`src/rtl/ft_wb_master.sv`:
```
// Host-command to Wishbone classic master: PING, multi-word WRITE and READ, with an ack timeout and host abort.
// One bus word per command beat; responses are held until the host interface signals oh_ready.
module ft_wb_master #(
  parameter int TIMEOUT = 1000
) (
  input  logic        clk,
  input  logic        rst,
  output logic        master_ready,
  input  logic        ih_ready,
  input  logic        ih_reset,
  input  logic [31:0] in_command,
  input  logic [31:0] in_address,
  input  logic [31:0] in_data,
  input  logic [27:0] in_data_count,
  input  logic        oh_ready,
  output logic        oh_en,
  output logic [31:0] out_status,
  output logic [31:0] out_address,
  output logic [31:0] out_data,
  output logic [27:0] out_data_count,
  output logic        wbm_cyc_o,
  output logic        wbm_stb_o,
  output logic        wbm_we_o,
  output logic [31:0] wbm_adr_o,
  output logic [31:0] wbm_dat_o,
  output logic [3:0]  wbm_sel_o,
  input  logic [31:0] wbm_dat_i,
  input  logic        wbm_ack_i
);

  localparam logic [2:0] IDLE      = 3'd0;
  localparam logic [2:0] WB_WRITE  = 3'd1;
  localparam logic [2:0] WAIT_DATA = 3'd2;
  localparam logic [2:0] WB_READ   = 3'd3;
  localparam logic [2:0] SEND_RESP = 3'd4;
  localparam logic [2:0] SEND_READ = 3'd5;

  localparam logic [31:0] TIMEOUT_LAST = 32'(TIMEOUT - 1);

  logic [2:0]  state;
  logic [31:0] start_addr;
  logic [23:0] remaining;
  logic [3:0]  opcode;
  logic [31:0] tcount;

  logic        ack;
  logic        timeout_hit;
  logic [23:0] eff_count;
  logic [23:0] rem_next;
  logic [3:0]  in_op;
  logic        unused_bits;

  assign in_op        = in_command[3:0];
  assign ack          = wbm_ack_i & wbm_stb_o;
  assign timeout_hit  = wbm_stb_o & ~wbm_ack_i & (tcount == TIMEOUT_LAST);
  assign eff_count    = (in_data_count[23:0] == 24'd0) ? 24'd1 : in_data_count[23:0];
  assign rem_next     = (remaining == 24'd0) ? 24'd0 : remaining - 24'd1;
  assign unused_bits  = ^{in_command[31:4], in_data_count[27:24]};

  assign master_ready = (state == IDLE) || (state == WAIT_DATA);
  // Strobe is gated by oh_ready directly so it can never fire into a stalled host.
  assign oh_en        = oh_ready && ((state == SEND_RESP) || (state == SEND_READ));

  always_ff @(posedge clk or posedge rst) begin
    if (rst) begin
      state          <= IDLE;
      start_addr     <= '0;
      remaining      <= '0;
      opcode         <= '0;
      tcount         <= '0;
      out_status     <= '0;
      out_address    <= '0;
      out_data       <= '0;
      out_data_count <= '0;
      wbm_cyc_o      <= 1'b0;
      wbm_stb_o      <= 1'b0;
      wbm_we_o       <= 1'b0;
      wbm_adr_o      <= '0;
      wbm_dat_o      <= '0;
      wbm_sel_o      <= '0;
    end else if (ih_reset) begin
      wbm_cyc_o      <= 1'b0;
      wbm_stb_o      <= 1'b0;
      wbm_we_o       <= 1'b0;
      wbm_sel_o      <= '0;
      remaining      <= '0;
      tcount         <= '0;
      out_status     <= 32'h0C;
      out_address    <= '0;
      out_data       <= '0;
      out_data_count <= '0;
      state          <= SEND_RESP;
    end else begin
      case (state)
        IDLE: begin
          if (ih_ready) begin
            opcode <= in_op;
            case (in_op)
              4'd0: begin
                out_status     <= 32'h0F;
                out_address    <= '0;
                out_data       <= '0;
                out_data_count <= '0;
                state          <= SEND_RESP;
              end
              4'd1, 4'd2: begin
                start_addr <= in_address;
                wbm_adr_o  <= in_address;
                remaining  <= eff_count;
                wbm_dat_o  <= in_data;
                wbm_cyc_o  <= 1'b1;
                wbm_stb_o  <= 1'b1;
                wbm_we_o   <= (in_op == 4'd1);
                wbm_sel_o  <= 4'hF;
                tcount     <= '0;
                state      <= (in_op == 4'd1) ? WB_WRITE : WB_READ;
              end
              default: begin
                out_status     <= {27'd0, 1'b1, ~in_op};
                out_address    <= '0;
                out_data       <= '0;
                out_data_count <= '0;
                state          <= SEND_RESP;
              end
            endcase
          end
        end
        WB_WRITE, WB_READ: begin
          if (ack) begin
            wbm_cyc_o <= 1'b0;
            wbm_stb_o <= 1'b0;
            if (state == WB_WRITE) begin
              wbm_adr_o <= wbm_adr_o + 32'd1;
              remaining <= rem_next;
              if (rem_next != 24'd0) begin
                state <= WAIT_DATA;
              end else begin
                out_status     <= 32'h0E;
                out_address    <= start_addr;
                out_data       <= wbm_dat_o;
                out_data_count <= '0;
                state          <= SEND_RESP;
              end
            end else begin
              out_status     <= 32'h0D;
              out_address    <= start_addr;
              out_data       <= wbm_dat_i;
              out_data_count <= {4'd0, rem_next};
              state          <= SEND_READ;
            end
          end else if (timeout_hit) begin
            // Abandon the whole transfer; the host only sees the timeout status.
            wbm_cyc_o      <= 1'b0;
            wbm_stb_o      <= 1'b0;
            wbm_we_o       <= 1'b0;
            remaining      <= '0;
            tcount         <= '0;
            out_status     <= {27'd0, 1'b1, ~opcode};
            out_address    <= start_addr;
            out_data       <= '0;
            out_data_count <= '0;
            state          <= SEND_RESP;
          end else begin
            tcount <= tcount + 32'd1;
          end
        end
        WAIT_DATA: begin
          if (ih_ready) begin
            wbm_dat_o <= in_data;
            wbm_cyc_o <= 1'b1;
            wbm_stb_o <= 1'b1;
            wbm_we_o  <= 1'b1;
            tcount    <= '0;
            state     <= WB_WRITE;
          end
        end
        SEND_READ: begin
          if (oh_ready) begin
            remaining <= rem_next;
            if (rem_next != 24'd0) begin
              wbm_adr_o <= wbm_adr_o + 32'd1;
              wbm_cyc_o <= 1'b1;
              wbm_stb_o <= 1'b1;
              tcount    <= '0;
              state     <= WB_READ;
            end else begin
              state <= IDLE;
            end
          end
        end
        SEND_RESP: begin
          if (oh_ready) state <= IDLE;
        end
        default: state <= IDLE;
      endcase
    end
  end

endmodule
```
`config.mk`:
```
export PLATFORM = sky130hd
export DESIGN_NAME = ft_wb_master
export DESIGN_NICKNAME = d
export VERILOG_FILES = /design/src/rtl/ft_wb_master.sv
export SDC_FILE = /design/constraint.sdc
export NUM_CORES = 1
export LEC_CHECK = 0
export BUFFER_PORTS_ARGS = -buffer_cell sky130_fd_sc_hd__clkbuf_2
export CAP_MARGIN = 10
export CORE_MARGIN = 2
export CORE_UTILIZATION = 35
export DETAILED_ROUTE_END_ITERATION = 7
export GPL_ROUTABILITY_DRIVEN = 0
export PLACE_DENSITY = 0.68
export SLEW_MARGIN = 20
export SYNTH_ARGS = -nofsm -noshare
export SYNTH_HDL_FRONTEND = slang
export SYNTH_SLANG_ARGS = --single-unit
```
`constraint.sdc`:
```
create_clock -name clk -period 11.53 [get_ports clk]
set_clock_uncertainty 0.2 [all_clocks]
set_input_delay 0.5765 -clock clk [delete_from_list [all_inputs] [get_ports clk]]
set_output_delay 0.5765 -clock clk [all_outputs]
set_load 0.03 [all_outputs]
```
==> summary.txt <==
Status
  • Outcome: finished with violations
  • Violated checks: negative hold slack

Synth
  • #FFs+latches synth: about 260
  • Predominant post-synthesis flop cell: dfrtp_1
  • Sequential area share after synthesis: about half
  • Post-synth EDFFs: 0
  • Share of synthesized registers carrying an async set or reset: 100%
  • Area contributors post-synth: dfrtp_1, mux2_2, nand2_1
  • Yosys warnings: 0
  • Leading area contributor after synthesis: dfrtp_1
  • Yosys cell types: 71
  • Post-Syn Area per Cell: approximately 9.6 um2
  • Share of the synthesized area in the top cell type: 49.5%
  • Synth Cell Area: 0.0129 mm2
  • Mapped Cells: 1338

Critical path
  • CP Cell Sequence: inv_1, ha_1, nor3b_2, nand2_1, and2_1, a2111oi_2, nand4_1, a311o_2, buf_4, a22o_1
  • Req. time, crit path: 11.77 ns
  • Setup CP Type: flip-flop to flip-flop
  • CP max stage cell: a311o_2
  • Startpoint types: flip-flop
  • Critical Path AT: approximately 4.7 ns
  • CP Capture Type: flip-flop
  • Worst R2R Path Depth: 10
  • Crit-path max cell delay: about 0.75 ns
  • Largest fanout on the critical path: 61
  • Flop-to-flop setup slack: between 7 and 8 ns

Drt
  • Via count: around 11000
  • Via density: around 5.4
  • Pre-antenna DRT Iters: 5
  • Mean routed wirelength per cell: ~18 um
  • DR iter-0 viols: 881
  • Routed WL: ~38000 um
  • Post-route ant nets: 0
  • DRC: 0

Die
  • Height of the chip: about 200 um
  • Die width: roughly 200 um
  • Core box area: 0.0364 mm2
  • Starting density of the core: a little over a third
  • Num rows: 70
  • I/O pin cnt: 359
  • Die ar.: about 0.038 mm2

Pwr
  • Power Dens Cells: about 180 mW/mm2
  • Internal power: ~1.9 mW
  • Sequential power share: between 40% and 50%
  • Leak: just over 7 nW
  • Sw Ratio: roughly a third
  • Switching power: approximately 950 uW
  • Clock power frac: around 36%
  • Peak VDD IR: roughly 0.13 mV
  • Combinational Power Share: 22.6%
  • Power, Total: 2.81 mW

Clocking
  • Clock latency on the worst-skew pair: ~0.55 ns
  • Max H-tree Level: 1
  • CTS tree: yes
  • Root buffer cell: clkbuf_16
  • Post-CTS setup buffer count: 0
  • Max Buffers Root-to-Sink: 3
  • Reg clk slew, reported paths: ~0.06 ns
  • Num CTS Buffers: 30
  • Resized cells post-CTS: 0
  • Clock sink count: 255

Global route
  • Vias in the first global route: approximately 11000
  • Antenna violations before repair: 3
  • Congestion Overflow GR: 0
  • Total GRT Usage: 18.9%
  • Largest net degree at the start of global routing: approximately 130
  • First-pass GRT wire length: 58800 um

Finish
  • Design Area, Final: 0.0156 mm2
  • Most common cell after layout, fill and taps aside: clkbuf_2
  • Final Core Density: 42.8%
  • NumNets Final: between 1500 and 2000
  • Layout cells sized above 1: approximately 28%
  • Most frequent cells in the layout: clkbuf_2, dfrtp_1, nand2_1
  • Final non-filler cell total: approximately 2100
  • Layout area overhead: 21.2%

Place
  • DP HPWL: 26000 um
  • DP Cell Count: a little over 2000
  • # port buffers: 295
  • Placed Area: ~0.015 mm2
  • Place WS: between 7 and 8 ns

Timing
  • Least-Margin Pin Slew: 1.14 ns
  • Fin worst setup slack: just over 7 ns
  • Unrepaired setup endpoints after global routing: no
  • Slew Viols, Final: 0
  • Hold WS: -0.00800 ns
  • Final hold viol count: 18
  • Highest clock rate: 0.225 GHz
  • Tmin final: roughly 4.4 ns
  • Endpoints failing setup: 0
  • Crit share post-route: roughly 39%
  • Slew HR: 23.0%
  • Final setup TNS: 0 ns

Job
  • Max Cap Viol: 0

Hold path
  • HP Class: primary input to asynchronous set/reset pin
-- worst max-delay path, delay by kind of cell (launching register included) --
kind / cells / cell delay [ns]
buffers and inverters: 2 / 0.61
AO/OA/AOI/OAI: 3 / 1.44
AND/OR/NAND/NOR: 4 / 1.22
adder cells (fa/ha/maj): 1 / 0.31
flip-flops: 1 / 0.49
-- per-layer routing --
layer | share of wire [%] | vias up | global-route usage, %
li1 | - | 5294 | -
met1 | 43 | 5455 | 25.2
met2 | 46 | 446 | 30.1
met3 | 7.5 | 83 | 4.37
met4 | 3.8 | 2 | 7.15
met5 | 0.029 | - | 0
-- final timing paths --
check	start	end
worst min register to register	start_addr[31]$_DFFE_PP0P_	out_address[31]$_DFFE_PP0P_
min in group clk	in_data[4]	wbm_dat_o[4]$_DFFE_PP0P_
worst min-delay path	rst	out_data[24]$_DFFE_PP0P_
worst max register to register	remaining[0]$_DFFE_PP0P_	out_address[19]$_DFFE_PP0P_
worst max-delay path	remaining[0]$_DFFE_PP0P_	out_address[19]$_DFFE_PP0P_
max in group asynchronous	rst	remaining[5]$_DFFE_PP0P_
-- cell type report --
cell class | count | area, um2
Sequential cell | 255 | 6380
Timing Repair Buffer | 309 | 1580
Antenna cell | 2 | 5.00
Multi-Input combinational cell | 971 | 5880
Fill cell | 3518 | 20800
Clock inverter | 12 | 198
Inverter | 24 | 97.6
Clock buffer | 41 | 873
Tap cell | 468 | 586
-- kinds of logic after synthesis --
group | share of synthesized area (%)
DFF | 49.5
adders and majority gates | 0.389
buffers and inverters | 5.97
muxes | 8.73
AOI/OAI and AO/OA | 18.0
xor gates and xnor gates | 1.50
other | 0.0291
and+or+nand+nor | 15.8
-- power by group through the flow --
| stage | combinational, mW | sequential [mW] | clock (mW) |
|---|---|---|---|
| 6_report | 0.635 | 1.15 | 1.02 |
| 5_1_grt | 0.683 | 1.18 | 1.08 |
| 4_1_cts | 0.638 | 1.15 | 1.05 |
| 3_3_place_gp | 0.624 | 1.16 | 0 |
| 3_5_place_dp | 0.635 | 1.17 | 0 |
| 2_1_floorplan | 0.291 | 1.30 | 0 |
-- flip-flops by register name, indices dropped and copies added, names as in the netlist --
register	count
opcode	4
out_address	32
out_data	32
out_data_count	24
out_status	5
remaining	24
start_addr	32
state	3
tcount	32
wbm_adr_o	32
wbm_dat_o	32
wbm_sel_o	1
wbm_stb_o	1
wbm_we_o	1
-- timing repair --
item                                    4_1_cts  5_1_grt
endpoints found under the setup margin        0        0
hold buffers                                  1        0
hold endpoints to repair                      1        0
-- Yosys cell counts (all sizes together) (23+ instances only) --
master,number
dfrtp,255
nand2,185
o21ai,142
a21oi,100
nor2,75
mux2,67
buf,65
clkbuf,53
mux2i,37
nand3,36
a22o,35
nor3,30
nor4,25
inv,24
a31oi,23
Power figures use the tool's default switching activity.
